## src/rtl/uart_rx_packer_if.sv

```systemverilog
// Packet stream between the UART receive packer and the MVM core.
// The master drives valid/data; the slave drives ready.
interface uart_rx_packer_if #(
  parameter int unsigned W_BUS = 24
);
  logic             m_valid;
  logic             m_ready;
  logic [W_BUS-1:0] m_data;

  modport master (
    output m_valid,
    output m_data,
    input  m_ready
  );

  modport slave (
    input  m_valid,
    input  m_data,
    output m_ready
  );
endinterface

```

## src/rtl/uart_rx_packer.sv

```systemverilog
// 8N1 UART receiver that packs N_WORDS bytes, first byte in the low bits,
// into one bus word on a valid/ready stream; never stalls on backpressure.
module uart_rx_packer #(
  parameter int unsigned CLOCKS_PER_PULSE = 33,
  parameter int unsigned BITS_PER_WORD    = 8,
  parameter int unsigned N_WORDS          = 3
) (
  input  logic             clk,
  input  logic             rstn,
  input  logic             rx,
  uart_rx_packer_if.master m,
  output logic             m_err,
  output logic             m_overflow,
  output logic             rx_busy
);

  localparam int unsigned W_BUS = N_WORDS * BITS_PER_WORD;
  localparam int unsigned CNT_W = (CLOCKS_PER_PULSE > 1) ? $clog2(CLOCKS_PER_PULSE) : 1;
  localparam int unsigned BIT_W = $clog2(BITS_PER_WORD + 1);
  localparam int unsigned IDX_W = (N_WORDS > 1) ? $clog2(N_WORDS) : 1;

  localparam logic [CNT_W-1:0] CNT_HALF = CNT_W'(CLOCKS_PER_PULSE / 2 - 1);
  localparam logic [CNT_W-1:0] CNT_FULL = CNT_W'(CLOCKS_PER_PULSE - 1);
  localparam logic [BIT_W-1:0] BIT_LAST = BIT_W'(BITS_PER_WORD - 1);
  localparam logic [IDX_W-1:0] IDX_LAST = IDX_W'(N_WORDS - 1);

  typedef enum logic [2:0] {
    S_IDLE,
    S_START,
    S_DATA,
    S_STOP,
    S_WAIT_HIGH
  } state_e;

  logic                     rx_meta_q;
  logic                     rx_s_q;

  state_e                   state_q,  state_d;
  logic [CNT_W-1:0]         cnt_q,    cnt_d;
  logic [BIT_W-1:0]         bit_q,    bit_d;
  logic [BITS_PER_WORD-1:0] shift_q,  shift_d;
  logic [IDX_W-1:0]         idx_q,    idx_d;
  logic [W_BUS-1:0]         asm_q,    asm_d;
  logic                     done_q,   done_d;
  logic                     err_q,    err_d;
  logic                     busy_q,   busy_d;

  logic                     valid_q,  valid_d;
  logic [W_BUS-1:0]         data_q,   data_d;
  logic                     ovf_q,    ovf_d;
  logic                     out_free_c;

  // Two-flop synchroniser for the asynchronous rx pin; idles high.
  always_ff @(posedge clk or negedge rstn) begin
    if (!rstn) begin
      rx_meta_q <= 1'b1;
      rx_s_q    <= 1'b1;
    end else begin
      rx_meta_q <= rx;
      rx_s_q    <= rx_meta_q;
    end
  end

  always_ff @(posedge clk or negedge rstn) begin
    if (!rstn) begin
      state_q <= S_IDLE;
      cnt_q   <= '0;
      bit_q   <= '0;
      shift_q <= '0;
      idx_q   <= '0;
      asm_q   <= '0;
      done_q  <= 1'b0;
      err_q   <= 1'b0;
      busy_q  <= 1'b0;
    end else begin
      state_q <= state_d;
      cnt_q   <= cnt_d;
      bit_q   <= bit_d;
      shift_q <= shift_d;
      idx_q   <= idx_d;
      asm_q   <= asm_d;
      done_q  <= done_d;
      err_q   <= err_d;
      busy_q  <= busy_d;
    end
  end

  // Receive FSM: mid-bit sampling, byte assembly and packet completion.
  always_comb begin
    state_d = state_q;
    cnt_d   = cnt_q;
    bit_d   = bit_q;
    shift_d = shift_q;
    idx_d   = idx_q;
    asm_d   = asm_q;
    done_d  = 1'b0;
    err_d   = 1'b0;

    case (state_q)
      S_IDLE: begin
        if (!rx_s_q) begin
          state_d = S_START;
          cnt_d   = '0;
        end
      end

      S_START: begin
        if (cnt_q == CNT_HALF) begin
          if (!rx_s_q) begin
            state_d = S_DATA;
            cnt_d   = '0;
            bit_d   = '0;
          end else begin
            state_d = S_IDLE;
          end
        end else begin
          cnt_d = cnt_q + 1'b1;
        end
      end

      S_DATA: begin
        if (cnt_q == CNT_FULL) begin
          shift_d = BITS_PER_WORD'({rx_s_q, shift_q} >> 1);
          cnt_d   = '0;
          if (bit_q == BIT_LAST) begin
            state_d = S_STOP;
          end else begin
            bit_d = bit_q + 1'b1;
          end
        end else begin
          cnt_d = cnt_q + 1'b1;
        end
      end

      S_STOP: begin
        if (cnt_q == CNT_FULL) begin
          cnt_d = '0;
          if (rx_s_q) begin
            asm_d[idx_q*BITS_PER_WORD +: BITS_PER_WORD] = shift_q;
            state_d = S_IDLE;
            if (idx_q == IDX_LAST) begin
              idx_d  = '0;
              done_d = 1'b1;
            end else begin
              idx_d = idx_q + 1'b1;
            end
          end else begin
            err_d   = 1'b1;
            state_d = S_WAIT_HIGH;
          end
        end else begin
          cnt_d = cnt_q + 1'b1;
        end
      end

      // A held-low line (break) must not be mistaken for a new start bit.
      S_WAIT_HIGH: begin
        if (rx_s_q) begin
          state_d = S_IDLE;
        end
      end

      default: begin
        state_d = S_IDLE;
      end
    endcase

    busy_d = (state_d != S_IDLE);
  end

  // Output register: loads a completed packet if free, otherwise drops it.
  assign out_free_c = !valid_q || m.m_ready;

  always_comb begin
    valid_d = valid_q;
    data_d  = data_q;
    ovf_d   = 1'b0;

    if (valid_q && m.m_ready) begin
      valid_d = 1'b0;
    end

    if (done_q) begin
      if (out_free_c) begin
        valid_d = 1'b1;
        data_d  = asm_q;
      end else begin
        ovf_d = 1'b1;
      end
    end
  end

  always_ff @(posedge clk or negedge rstn) begin
    if (!rstn) begin
      valid_q <= 1'b0;
      data_q  <= '0;
      ovf_q   <= 1'b0;
    end else begin
      valid_q <= valid_d;
      data_q  <= data_d;
      ovf_q   <= ovf_d;
    end
  end

  assign m.m_valid  = valid_q;
  assign m.m_data   = data_q;
  assign m_err      = err_q;
  assign m_overflow = ovf_q;
  assign rx_busy    = busy_q;

endmodule

```

## src/flat_wrapper.sv

```systemverilog
// flat-port wrapper written by rule: the top's interface ports become plain ports
module uart_rx_packer_flat 
#(
  parameter int unsigned CLOCKS_PER_PULSE = 33,
  parameter int unsigned BITS_PER_WORD    = 8,
  parameter int unsigned N_WORDS          = 3
)
  (clk, rstn, rx, m_err, m_overflow, rx_busy, m_m_valid, m_m_data, m_m_ready);
  uart_rx_packer_if #(.W_BUS(((3) * (8)))) m_i ();
  input  logic clk;
  input  logic rstn;
  input  logic rx;
  output logic m_err;
  output logic m_overflow;
  output logic rx_busy;
  output wire logic [$bits(m_i.m_valid)-1:0] m_m_valid;
  output wire logic [$bits(m_i.m_data)-1:0] m_m_data;
  input wire logic [$bits(m_i.m_ready)-1:0] m_m_ready;
  assign m_m_valid = m_i.m_valid;
  assign m_m_data = m_i.m_data;
  assign m_i.m_ready = m_m_ready;
  uart_rx_packer #(.CLOCKS_PER_PULSE(CLOCKS_PER_PULSE), .BITS_PER_WORD(BITS_PER_WORD), .N_WORDS(N_WORDS)) u_core (.clk(clk), .rstn(rstn), .rx(rx), .m(m_i), .m_err(m_err), .m_overflow(m_overflow), .rx_busy(rx_busy));
endmodule
```

## config.mk

```make
export PLATFORM = sky130hd
export DESIGN_NAME = uart_rx_packer_flat
export DESIGN_NICKNAME = d
export VERILOG_FILES = /design/src/rtl/uart_rx_packer_if.sv /design/src/rtl/uart_rx_packer.sv /design/src/flat_wrapper.sv
export SDC_FILE = /design/constraint.sdc
export NUM_CORES = 1
export LEC_CHECK = 0
export CORE_ASPECT_RATIO = 1.1
export CORE_MARGIN = 2
export CORE_UTILIZATION = 44
export CTS_CLUSTER_SIZE = 10
export DETAILED_ROUTE_END_ITERATION = 7
export SLEW_MARGIN = 40
export SYNTH_ARGS = -nofsm -noshare
export SYNTH_HDL_FRONTEND = slang
export SYNTH_SLANG_ARGS = --single-unit
```

## constraint.sdc

```tcl
create_clock -name clk -period 3.67 [get_ports clk]
set_input_delay 0.9175 -clock clk [delete_from_list [all_inputs] [get_ports clk]]
set_output_delay 0.9175 -clock clk [all_outputs]
set_load 0.05 [all_outputs]
```

==> summary.txt <==
Run status
  – Status: finished, final reports clean

Synth
  – Syn Nets: 301
  – Primary FF master, synth: dfrtp_1
  – Most frequent cells after synthesis: dfrtp_1 (76), mux2_2 (32), nand2_1 (23), a31o_1 (17), inv_1 (15)
  – Area share of the largest cell type after synthesis: 0.541
  – Synth area leaders: dfrtp_1 (54%), mux2_2 (10%), a31o_1 (4.2%)
  – FFs w/ async S/R, synth: 1.00
  – Most common cell in the netlist: dfrtp_1
  – Yosys warnings: 0
  – EDFF count, synth: 0
  – #FFs+latches synth: 78
  – Leading area contributor after synthesis: dfrtp_1
  – Count of different cell masters after synthesis: 50
  – Post-Syn Instances: 289
  – Post-synthesis cell area: 0.00351 mm²
  – Avg Synthesized Cell Area: 12.2 µm²
  – Sequential element share of the synthesized area: 0.556

Global routing
  – Largest net degree at the start of global routing: 79
  – Total GRT Usage: 0.171
  – Total global routing overflow: 0
  – Vias in the first global route: 2298
  – Initial antenna violation count: 0
  – Global-route wire length before repair: 11.6 mm

Floorplanning
  – Initial Utilization: 0.449
  – Die X: 89.2 µm
  – Vert. Die Dim: 97.7 µm
  – Die area: 0.00872 mm²
  – # rows: 34
  – Ports: 32
  – Core box area: 0.00783 mm²

Timing
  – Fmax: 409 MHz
  – Worst slew pin tran: 0.702 ns
  – Final period demand of the worst path: 2.44 ns
  – Hold Fails Final Rpt: 0
  – Skew final: 0.00409 ns
  – Setup TNS Final: 0 ns
  – Fin crit share: 0.666
  – Final Max Slew Viols: 0
  – Relative slew slack: 0.532
  – Hold Worst Slack: 0.358 ns
  – Final Setup Violations: 0
  – RSZ-0062 raised after global routing: no

Setup path
  – CP max stage cell: clkdlybuf4s50_1
  – Cell family with most CP delay: buffers and inverters
  – WP depth: 1
  – R2R cell count: 7
  – Critical Path AT: 1.53 ns
  – Worst stage delay on the critical path: 0.81 ns
  – CP Buf/Inv Count: 1
  – Cell Chain, Critical Path: clkdlybuf4s50_1
  – Crit-path max FO: 2
  – Worst setup path category: register to primary output
  – CP required: 2.75 ns
  – Worst setup SP type: register
  – CP Capture Type: primary output

Detailed routing
  – Via count: 2261
  – First-pass DRT Iterations: 4
  – Remaining DRCs: 0
  – Avg Vias per Cell: 5.21
  – Number of DRC markers in iteration 0: 108
  – Final WL: 6.72 mm
  – Detail Route Antenna Nets: 0
  – DR WL/cell: 15.5 µm

Clock network
  – H-tree Lvls: 3
  – Root Buffer: clkbuf_8
  – Post-CTS Hold Fix Bufs: 0
  – Post_cts resized: 0
  – # Post-CTS Setup Buffers: 0
  – TritonCTS clock tree: done
  – Clock Pin Slew Worst Setup and Hold Paths: 0.07 ns
  – Clock latency at the later pin of the worst-skew pair: 0.34 ns
  – CTS max path bufs: 2
  – CTS buffer count: 9
  – Clock sinks: 78

Finish
  – Final Net Count: 333
  – Area delta synth->final: 17.3%
  – Layout cell share with drive strength beyond 1: 0.193
  – Diode count: 0
  – Design area: 0.00412 mm²

Job
  – MaxCap Viol Count: 0

Placed design
  – Buffers on Ports: 31
  – Cell Area, Placed: 0.00393 mm²
  – Gpl congestion: 0.787
  – HPWL after detailed placement: 4.43 mm

Min path
  – Hold path cells: 0
  – Worst min path class: register to register

Power and ir drop
  – Power Density: 435 mW/mm²
  – Worst VDD drop: 294 µV
  – Leakage Power: 1.91 nW
==> flip-flops by register name (all words and copies together) (netlist names) <==
name / flops
u_core.rx_busy: 1
u_core.m.m_valid: 1
u_core.asm_q: 24
u_core.done_q: 1
u_core.rx_s_q: 1
u_core.shift_q: 8
u_core.state_q: 3
u_core.m_err: 1
u_core.rx_meta_q: 1
u_core.cnt_q: 6
u_core.bit_q: 4
u_core.idx_q: 2
u_core.m.m_data: 24
u_core.m_overflow: 1
==> metrics by stage <==
step / power (W) / std cells / util / setup slack [ns]
finish: 0.00179 / 434 / 0.527 / 1.23
floorplan: 0.00111 / 289 / - / 1.57
global route: 0.00188 / 434 / 0.527 / 1.18
global placement: 0.00118 / 418 / 0.500 / 1.31
detailed placement: 0.00118 / 418 / 0.502 / 1.29
CTS: 0.00181 / 434 / 0.527 / 1.21
==> per-layer routing <==
metal / GRT usage / wire [µm] / part of all wire
met1: 0.240 / 3110 / 0.46
met2: 0.262 / 3330 / 0.50
met3: 0.0314 / 164 / 0.024
met4: 0.0654 / 120 / 0.018
met5: 0 / 0 / 0
==> report_power, final <==
part | leakage [nW] | switching, W | internal [W] | total (W)
Combinational | 0.743 | 0.000129 | 0.0000828 | 0.000212
Sequential | 1.07 | 0.0000561 | 0.000894 | 0.000950
Clock | 0.0976 | 0.000298 | 0.000334 | 0.000632
==> cell type report <==
class | count | area, µm²
fill | 722 | 3700
sequential | 78 | 1950
clock inverter | 3 | 43.8
timing repair buffer | 33 | 327
tap | 108 | 135
clock buffer | 13 | 149
inverter | 16 | 60.1
multi-input combinational | 183 | 1450
==> cells by family after synthesis <==
family,synth area share
buffers and inverters,0.0342
and+or+nand+nor,0.111
xor gates and xnor gates,0.00249
adders and majority gates,0.0285
AOI/OAI and AO/OA,0.139
muxes,0.128
DFF,0.556
==> cell usage in the layout, fill, tap and decap left out, drive strengths merged, types with 3 or more instances in the layout <==
master,count
a21boi,16
mux2i,9
nand2,24
buf,3
nand4,3
nand2b,3
nor2,13
inv,16
dfrtp,76
clkbuf,13
nand3,3
nor2b,4
nor4,3
clkdlybuf4s50,30
ha,8
nor3b,5
a31o,17
o21ai,12
o211ai,3
a21oi,6
mux2,32
==> worst paths after layout <==
path / startpoint / endpoint / slack (ns)
max: u_core.m.m_data[22] / m_m_data[22] / 1.23
min: u_core.rx_meta_q / u_core.rx_s_q / 0.36
max reg2reg: u_core.cnt_q[0] / u_core.asm_q[18] / 1.53
min reg2reg: u_core.rx_meta_q / u_core.rx_s_q / 0.36
max in group asynchronous: rstn / u_core.cnt_q[4] / 2.59
min in group asynchronous: rstn / u_core.m.m_data[1] / 0.59
No activity file was read; power rests on OpenSTA's default activity.
